**src/rtl/om_max_search.sv**
```systemverilog
// Output-map maximum search: scans the OM for the largest response, hands it to the
// threshold stage, and on acceptance zeroes a window around the winner and rescans.
module om_max_search #(
  parameter int MAP_W     = 81,
  parameter int MAP_H     = 81,
  parameter int SUP       = 23,
  parameter int MAX_FACES = 16
) (
  input  logic        iClk,
  input  logic        iReset_n,
  input  logic        iStart,
  input  logic [31:0] iData_from_OM,
  input  logic        iFace_ready,
  input  logic        iEnd,
  output logic [12:0] oAddr_OM,
  output logic        oOm_sel,
  output logic        oWr_OM,
  output logic [31:0] oMax_val,
  output logic [12:0] oPosition,
  output logic        oOutput_ready,
  output logic        oBusy,
  output logic        oFinish,
  output logic [7:0]  oFace_count
);

  localparam int         MAP_SIZE   = MAP_W * MAP_H;
  localparam logic [12:0] LAST_ADDR  = 13'(MAP_SIZE - 1);
  localparam logic [12:0] LAST_COL   = 13'(MAP_W - 1);
  localparam logic [12:0] LAST_ROW   = 13'(MAP_H - 1);
  localparam logic [12:0] ROW_STRIDE = 13'(MAP_W);
  localparam logic [12:0] SUP_M1     = 13'(SUP - 1);
  localparam logic [7:0]  FACE_LIMIT = 8'(MAX_FACES);

  typedef enum logic [2:0] {IDLE, SCAN, DRAIN, REPORT, WAIT, CLEAR, DONE} state_t;

  state_t      stateReg, stateNext;
  logic [12:0] addrReg, rowReg, colReg;
  logic [12:0] dAddrReg, dRowReg, dColReg;
  logic        cmpValidReg;
  logic [31:0] maxReg;
  logic [12:0] argAddrReg, argRowReg, argColReg;
  logic [12:0] clrRowLastReg, clrColLastReg;
  logic [31:0] maxValReg;
  logic [12:0] positionReg;
  logic        readyReg;
  logic [7:0]  faceCountReg;

  logic        scanLastCol, clearLastCol, clearLastCell, faceLimitHit;
  logic [12:0] rowSum, colSum, winRowEnd, winColEnd;

  assign scanLastCol   = (colReg == LAST_COL);
  assign clearLastCol  = (colReg == clrColLastReg);
  assign clearLastCell = clearLastCol && (rowReg == clrRowLastReg);
  assign faceLimitHit  = ((faceCountReg + 8'd1) == FACE_LIMIT);

  // Suppression window clipped against the bottom/right map edges.
  assign rowSum    = argRowReg + SUP_M1;
  assign colSum    = argColReg + SUP_M1;
  assign winRowEnd = (rowSum > LAST_ROW) ? LAST_ROW : rowSum;
  assign winColEnd = (colSum > LAST_COL) ? LAST_COL : colSum;

  always_ff @(posedge iClk) begin
    if (!iReset_n) stateReg <= IDLE;
    else           stateReg <= stateNext;
  end

  always_comb begin
    stateNext = stateReg;
    oOm_sel   = 1'b0;
    oWr_OM    = 1'b0;
    oBusy     = 1'b1;
    oFinish   = 1'b0;
    case (stateReg)
      IDLE: begin
        oBusy = 1'b0;
        if (iStart) stateNext = SCAN;
      end
      SCAN: begin
        oOm_sel = 1'b1;
        if (addrReg == LAST_ADDR) stateNext = DRAIN;
      end
      DRAIN:  stateNext = REPORT;
      REPORT: stateNext = WAIT;
      WAIT: begin
        if (iEnd)             stateNext = DONE;
        else if (iFace_ready) stateNext = faceLimitHit ? DONE : CLEAR;
      end
      CLEAR: begin
        oOm_sel = 1'b1;
        // Gated by reset so a reset cuts the write in the very cycle it is asserted.
        oWr_OM  = iReset_n;
        if (clearLastCell) stateNext = SCAN;
      end
      DONE: begin
        oFinish   = 1'b1;
        stateNext = IDLE;
      end
      default: stateNext = IDLE;
    endcase
  end

  always_ff @(posedge iClk) begin
    if (!iReset_n) begin
      addrReg       <= '0;
      rowReg        <= '0;
      colReg        <= '0;
      dAddrReg      <= '0;
      dRowReg       <= '0;
      dColReg       <= '0;
      cmpValidReg   <= 1'b0;
      maxReg        <= '0;
      argAddrReg    <= '0;
      argRowReg     <= '0;
      argColReg     <= '0;
      clrRowLastReg <= '0;
      clrColLastReg <= '0;
      maxValReg     <= '0;
      positionReg   <= '0;
      readyReg      <= 1'b0;
      faceCountReg  <= '0;
    end else begin
      readyReg    <= 1'b0;
      cmpValidReg <= (stateReg == SCAN);
      dAddrReg    <= addrReg;
      dRowReg     <= rowReg;
      dColReg     <= colReg;

      if (stateReg == IDLE && iStart) faceCountReg <= '0;

      if (stateReg != SCAN && stateNext == SCAN) begin
        addrReg    <= '0;
        rowReg     <= '0;
        colReg     <= '0;
        maxReg     <= '0;
        argAddrReg <= '0;
        argRowReg  <= '0;
        argColReg  <= '0;
      end

      if (stateReg == SCAN && addrReg != LAST_ADDR) begin
        addrReg <= addrReg + 13'd1;
        if (scanLastCol) begin
          colReg <= '0;
          rowReg <= rowReg + 13'd1;
        end else begin
          colReg <= colReg + 13'd1;
        end
      end

      // Data returned now belongs to last cycle's address; strict > keeps the first max.
      if (cmpValidReg && (iData_from_OM > maxReg)) begin
        maxReg     <= iData_from_OM;
        argAddrReg <= dAddrReg;
        argRowReg  <= dRowReg;
        argColReg  <= dColReg;
      end

      if (stateReg == REPORT) begin
        maxValReg   <= maxReg;
        positionReg <= argAddrReg;
        readyReg    <= 1'b1;
      end

      if (stateReg == WAIT && !iEnd && iFace_ready) faceCountReg <= faceCountReg + 8'd1;

      if (stateReg == WAIT && stateNext == CLEAR) begin
        addrReg       <= argAddrReg;
        rowReg        <= argRowReg;
        colReg        <= argColReg;
        clrRowLastReg <= winRowEnd;
        clrColLastReg <= winColEnd;
      end

      if (stateReg == CLEAR && !clearLastCell) begin
        if (clearLastCol) begin
          rowReg  <= rowReg + 13'd1;
          colReg  <= argColReg;
          addrReg <= addrReg + ROW_STRIDE - (clrColLastReg - argColReg);
        end else begin
          colReg  <= colReg + 13'd1;
          addrReg <= addrReg + 13'd1;
        end
      end
    end
  end

  assign oAddr_OM      = addrReg;
  assign oMax_val      = maxValReg;
  assign oPosition     = positionReg;
  assign oOutput_ready = readyReg;
  assign oFace_count   = faceCountReg;

endmodule

```
**config.mk**
```make
export PLATFORM = sky130hd
export DESIGN_NAME = om_max_search
export DESIGN_NICKNAME = d
export VERILOG_FILES = /design/src/rtl/om_max_search.sv
export SDC_FILE = /design/constraint.sdc
export NUM_CORES = 1
export LEC_CHECK = 0
export CAP_MARGIN = 30
export CORE_AREA = 3 3 212 214
export CTS_CLUSTER_DIAMETER = 200
export CTS_CLUSTER_SIZE = 30
export DETAILED_ROUTE_END_ITERATION = 6
export DIE_AREA = 0 0 215 217
export PLACE_DENSITY = 0.51
export SYNTH_ARGS = -nofsm -noshare
export SYNTH_HDL_FRONTEND = slang
export SYNTH_SLANG_ARGS = --single-unit
```
**constraint.sdc**
```tcl
create_clock -name iClk -period 3.95 [get_ports iClk]
set_input_delay 0.79 -clock iClk [delete_from_list [all_inputs] [get_ports iClk]]
set_output_delay 0.79 -clock iClk [all_outputs]
set_load 0.01 [all_outputs]
```
==> metrics.txt, run 1 <==
P_sw 1.04 mW; Hold WC Path Type reg -> reg; worst-case reg-to-reg path depth 13; # resized after CTS 0; multiplexer area fraction after synthesis 0.0660; wire length per cell 16.0 um; Clock Tree Root clkbuf_16; Sequential Power Share 0.585; main combinational cell family by area after synthesis simple AND/OR/NAND/NOR gates; Power Dens Cells 292 mW/mm2; H-tree levels 1; number of enable flip-flop cells after synthesis 0; Core Util, Final 0.324; Critical Path Sink Type flop; status finished, final reports clean; Ys Warns 0; number of global-route vias before repair 9713; Worst Hold Depth 2; CTS Sinks around 230; Slew Limit Fails 0; first-pass iteration count of the detailed router 5; Final Hold Vio Count 0; largest net degree at the start of global routing 101; combinational share of power 0.100; setup violators final 0; VDD IR max 0.000211 V; clock network power share 0.315; Max-slew headroom 0.358; RSZ-0062 raised after global routing no; final net count 1607; quantity of hold-fixing buffers added after cts 0; complex-gate fraction of the synthesized area 0.135; CTS Buffer Depth 3; Post-Synth XOR/XNOR Area 0.0494; first-pass GRT wire length 53400 um; CP max FO 9; gate count of the mapped netlist 1436; number of buffers created by CTS 11; GR Overflow Total 0; P_int 3.04 mW; Sw Ratio 0.256; Hold Path Origin dColReg[12]; drt drc 0; via count 10000; Worst Tran Pin Value 0.963 ns; Max Cap Viol 0; final wirelength about 33000 um; Die Area about 0.047 mm2; Die H 217 um; P&R area growth vs syn 16.1%; CTS tree yes; core outline area ~0.043 mm2; synth unique cells 70; GPL Wtd Cong 0.829; Initial Utilization 0.279; Leak Pwr 4.96 nW; post-route ant nets 0; Synth Register Bits 233; drt via density 4.81; std cell rows 76; Ant. Diodes 0; count of input and output buffers between 100 and 150; FILL cells 4600; layout cells sized above 1 0.0395; highest clock rate between 200 and 300 MHz; sequential area share after synthesis 0.387; post-CTS setup buffers 0; Multi-input gate area 0.00663 mm2; clk slew on worst S/H paths 0.12 ns; post-synthesis adder-cell area fraction 0.0850; top_reg_cell synth dfxtp_1; period utilization 0.876; Crit Reg-Reg Startpoint oAddr_OM[2]; FF/Latch Area roughly 0.0047 mm2; Mean Syn Cell Area 8.38 um2; Final min period 3.46 ns; Layout Cells excl Fill roughly 2100; area fraction in and, or, nand and nor cells after synthesis 0.214; 1st-iter DRT viols 595; placed insts 2067; post-synth net total roughly 1500; top-level I/O count 108; synthesized area 0.0120 mm2; clock skew 0.0191 ns; CP Data Arrival Time 3.88 ns; setup_tns 0 ns; required time of the worst setup path 4.37 ns; initial antenna violation count 0; Hold EP argColReg[12]; Clock Latency Late Sink 0.49 ns; FFs w/ async S/R, synth 0; r2r endpoint oAddr_OM[12]; Detail Placement HPWL 23800 um; Tot GR Track Use 0.138; startpoint types flop; worst setup path category reg -> reg; R2R setup slack 0.49 ns; die span in x 215 um
[power by group through the flow]
| stage | logic (mW) | registers (mW) | clock network [mW] |
|---|---|---|---|
| final | 0.409 | 2.38 | 1.29 |
| after CTS | 0.416 | 2.38 | 1.36 |
| after global placement | 0.412 | 2.44 | 0 |
| after detailed placement | 0.414 | 2.44 | 0 |
| after floorplan | 0.270 | 2.43 | 0 |
| after global routing | 0.453 | 2.39 | 1.42 |
[metrics by stage]
step	area [um2]	hold WS [ns]	worst slack (ns)	total power, mW
after floorplan	12000	0.424	0.748	2.70
after global placement	13700	0.424	0.470	2.85
after detailed placement	13700	0.432	0.430	2.85
after CTS	13900	0.452	0.498	4.16
after global routing	14000	0.460	0.218	4.26
final	14000	0.448	0.491	4.08
[Yosys cell counts (all sizes together), types with 8 or more instances]
master / number / share of area
nand2: 240 / 0.075
dfxtp: 233 / 0.39
a21oi: 110 / 0.046
nand3: 102 / 0.042
inv: 95 / 0.030
mux2i: 76 / 0.063
nor2: 75 / 0.023
clkbuf: 63 / 0.020
ha: 61 / 0.063
xnor2: 42 / 0.031
and2: 39 / 0.020
o21ai: 38 / 0.016
xor2: 25 / 0.018
buf: 22 / 0.014
and3: 20 / 0.010
o31ai: 17 / 0.012
nor3: 15 / 0.0062
fa: 13 / 0.022
a222oi: 12 / 0.010
nand4: 12 / 0.0062
a21o: 11 / 0.0069
a22oi: 10 / 0.0062
o21a: 8 / 0.0050
[layout by cell type, fill, tap and decap left out, types with 7 or more instances in the layout]
master | netlist | final
a21o_1 | 11 | 11
a21oi_1 | 110 | 108
a222oi_1 | 12 | 12
a22oi_1 | 10 | 10
a31oi_1 | 7 | 7
and2_1 | 39 | 39
and3_1 | 20 | 20
buf_4 | 1 | 22
clkbuf_16 | 0 | 11
clkdlybuf4s50_1 | 0 | 106
dfxtp_1 | 233 | 233
fa_1 | 13 | 13
ha_1 | 61 | 61
inv_1 | 95 | 94
mux2i_1 | 76 | 76
nand2_1 | 239 | 239
nand3_1 | 102 | 102
nand4_1 | 12 | 12
nor2_1 | 75 | 74
nor3_1 | 15 | 15
o211ai_1 | 7 | 7
o21a_1 | 8 | 8
o21ai_0 | 37 | 37
o31ai_1 | 16 | 16
xnor2_1 | 41 | 41
xor2_1 | 25 | 25
[sequential cells by signal, summed over array words and instances, names as in the netlist]
name	count
stateReg	3
maxReg	32
dAddrReg	13
oPosition	13
rowReg	13
clrRowLastReg	13
dRowReg	13
cmpValidReg	1
clrColLastReg	13
dColReg	13
oAddr_OM	13
oOutput_ready	1
argColReg	13
oFace_count	8
argRowReg	13
oMax_val	32
colReg	13
argAddrReg	13
[routing by layer]
layer | track usage | wire length, um | part of all wire
met4 | 0.0286 | 508 | 0.015
met3 | 0.0170 | 1220 | 0.037
met1 | 0.188 | 16200 | 0.49
met5 | 0 | 0 | 0
met2 | 0.237 | 15300 | 0.46
[critical path, stage by stage (launching register included)]
cell and delay (ns):
dfxtp_1 0.55, inv_1 0.15, fa_1 0.55, inv_1 0.04, ha_1 0.28, ha_1 0.24, fa_1 0.42, a21oi_1 0.28
o2111ai_1 0.22, nand3_1 0.13, nand2_1 0.07, xnor2_1 0.21, mux2i_1 0.10, o21ai_0 0.13
[area by class of cell]
type                    instances  area share
well taps                     585      0.0524
clock inverters                 1    0.000627
repair buffers                132      0.0934
clock buffers                  11      0.0197
multi-input cells            1023       0.475
flip-flops and latches        233       0.334
inverters                      95      0.0256
[worst max-delay path by stage]
stage,from,slack (ns),end
floorplan,oAddr_OM[2],0.75,oAddr_OM[8]
global placement,iData_from_OM[31],0.47,argColReg[3]
detailed placement,iData_from_OM[31],0.43,argColReg[0]
CTS,oAddr_OM[2],0.50,oAddr_OM[12]
global route,oAddr_OM[2],0.22,oAddr_OM[12]
finish,oAddr_OM[2],0.49,oAddr_OM[12]
[cells by family (layout without fill, tap and decap cells)]
kind of cell,count (synthesis),count (layout)
xor+xnor,67,67
simple gates,548,548
mux,79,79
buf+inv,180,239
compound gates,255,255
flops,233,233
fa+ha+maj,74,74
(Power assumes the default switching activity.)
==> run 2, diff against run 1 <==
--- a/config.mk
+++ b/config.mk
@@ -11,7 +11,8 @@
 export CTS_CLUSTER_SIZE = 30
 export DETAILED_ROUTE_END_ITERATION = 6
 export DIE_AREA = 0 0 215 217
-export PLACE_DENSITY = 0.51
+export PLACE_DENSITY = 0.53
+export SKIP_CTS_REPAIR_TIMING = 1
 export SYNTH_ARGS = -nofsm -noshare
 export SYNTH_HDL_FRONTEND = slang
 export SYNTH_SLANG_ARGS = --single-unit
==> constraint.sdc (replaced) <==
create_clock -name iClk -period 3 [get_ports iClk]
set_input_delay 0.6 -clock iClk [delete_from_list [all_inputs] [get_ports iClk]]
set_output_delay 0.6 -clock iClk [all_outputs]
set_load 0.01 [all_outputs]
==> metrics.txt, run 2 (synthesis results as in run 1) <==
status finished, final reports clean; Clock Tree Root clkbuf_16; Final min period 2.90 ns; Max-slew headroom 0.367; r2r endpoint oAddr_OM[4]; FF/Latch Area 0.00467 mm2; final design area excluding fillers 0.0145 mm2; highest clock rate 344 MHz; required time of the worst setup path 3.35 ns; Layout Cells excl Fill 2136; Die Area about 0.047 mm2; clk slew on worst S/H paths 0.12 ns; drt via density 4.77; first-pass GRT wire length 53400 um; Hold WC Path Type reg -> reg; FILL cells 4502; Slew Limit Fails 0; RSZ-0062 raised after global routing yes; post-route ant nets 0; setup violators final 0; Initial Utilization 0.279; worst-case reg-to-reg path depth 10; placed insts 2124; Hold Path Origin dColReg[3]; most common cell after layout, fill and taps aside nand2_1; GR Overflow Total 0; largest net degree at the start of global routing 91; Final WS setup 0.0955 ns; Clock Latency Late Sink approximately 0.48 ns; first-pass iteration count of the detailed router 5; clock skew approximately 0.014 ns; std cell rows 76; Crit Reg-Reg Startpoint clrColLastReg[3]; count of input and output buffers 107; max incr delay on CP 0.58 ns; CTS Buffer Depth 3; Cell Chain, Critical Path buf_4 > xnor2_2 > nand3_1 > or4_4 > buf_4 > o31ai_2 > buf_4 > nor2_1 > a222oi_1 > a21oi_1; Hold EP argColReg[3]; layout cells sized above 1 0.0838; Worst Tran Pin Value 0.950 ns; Place WS 0.0000686 ns; Multi-input gate area 0.00672 mm2; core outline area 0.0431 mm2; Slowest-stage cell, CP or4_4; Ant. Diodes 0; Final Hold Vio Count 0; drt drc 0; placed cell areas 0.0141 mm2; most frequent cells in the layout nand2_1, dfxtp_1, a21oi_1, clkdlybuf4s50_1, nand3_1; worst setup path category reg -> reg; Detail Placement HPWL about 24000 um; VDD IR max 0.000276 V; Tot GR Track Use 0.138; via count 10200; GPL Wtd Cong 0.825; number of buffers created by CTS 11; critical path's top delay family simple AND/OR/NAND/NOR gates; final net count 1663; P&R area growth vs syn 20.5%; CP max FO 11; most used cell along the critical path buf_4; Core Util, Final 0.337; die span in x around 220 um; hold_ws about 0.44 ns; Design Power roughly 5.4 mW; number of global-route vias before repair approximately 9900; CP Data Arrival Time around 3.3 ns; H-tree levels 1; period utilization 0.968; setup_tns 0 ns; final wirelength 33300 um; top-level I/O count 108; worst path bufs/invs 3; CTS Sinks 233; Power Dens Cells 372 mW/mm2; Max Cap Viol 0; initial antenna violation count 0; R2R setup slack 0.1 ns; startpoint types flop; 1st-iter DRT viols 684; Die H around 220 um; Worst Hold Depth 2; wire length per cell around 16 um; Leak Pwr 5.26 nW; Critical Path Sink Type flop; CTS tree yes
[run 2: cell count changes in the layout (fill, tap and decap cells not counted), moves of 3 or more]
| cell | change |
|---|---|
| buf_12 | +3 |
| buf_4 | +54 |
| dfxtp_1 | -3 |
| dfxtp_2 | +3 |
| o21ai_0 | -4 |
| o21ai_1 | +3 |
[run 2: worst max-delay path by stage]
stage	startpoint	endpoint	slack, ns	cells past startpoint
final	clrColLastReg[3]	oAddr_OM[4]	0.1	10
after global routing	oAddr_OM[3]	oAddr_OM[11]	-0.02	12
after CTS	clrColLastReg[3]	argRowReg[6]	-0.01	9
after detailed placement	iData_from_OM[17]	argRowReg[8]	0.00007	10
after global placement	iData_from_OM[17]	argColReg[6]	0.02	10
after floorplan	oAddr_OM[2]	oAddr_OM[8]	0.004	14
[run 2: metal layers]
| metal | up-vias | track usage | routed length, um |
|---|---|---|---|
| met5 | - | 0 | 0 |
| met4 | 0 | 0.0218 | 332 |
| met3 | 20 | 0.0173 | 1320 |
| met2 | 181 | 0.240 | 15600 |
| met1 | 4838 | 0.187 | 16000 |
| li1 | 5158 | - | - |
[run 2: cell type report]
class,instances,area share
clock buffers,11,0.0190
clock inverters,1,0.000604
inverters,95,0.0247
multi-input cells,1023,0.463
flip-flops and latches,233,0.322
well taps,585,0.0505
repair buffers,188,0.120
[run 2: worst register-to-register path: stages (launching register included)]
cell      delay [ns]
dfxtp_1         0.36
buf_4           0.15
xnor2_2         0.21
nand3_1         0.17
or4_4           0.58
buf_4           0.21
o31ai_2         0.30
buf_4           0.22
nor2_1          0.07
a222oi_1        0.36
a21oi_1         0.14
[run 2: power breakdown]
group / switching, mW / internal [mW]
combinational: 0.343 / 0.241
sequential: 0.0200 / 3.12
clock: 1.00 / 0.677
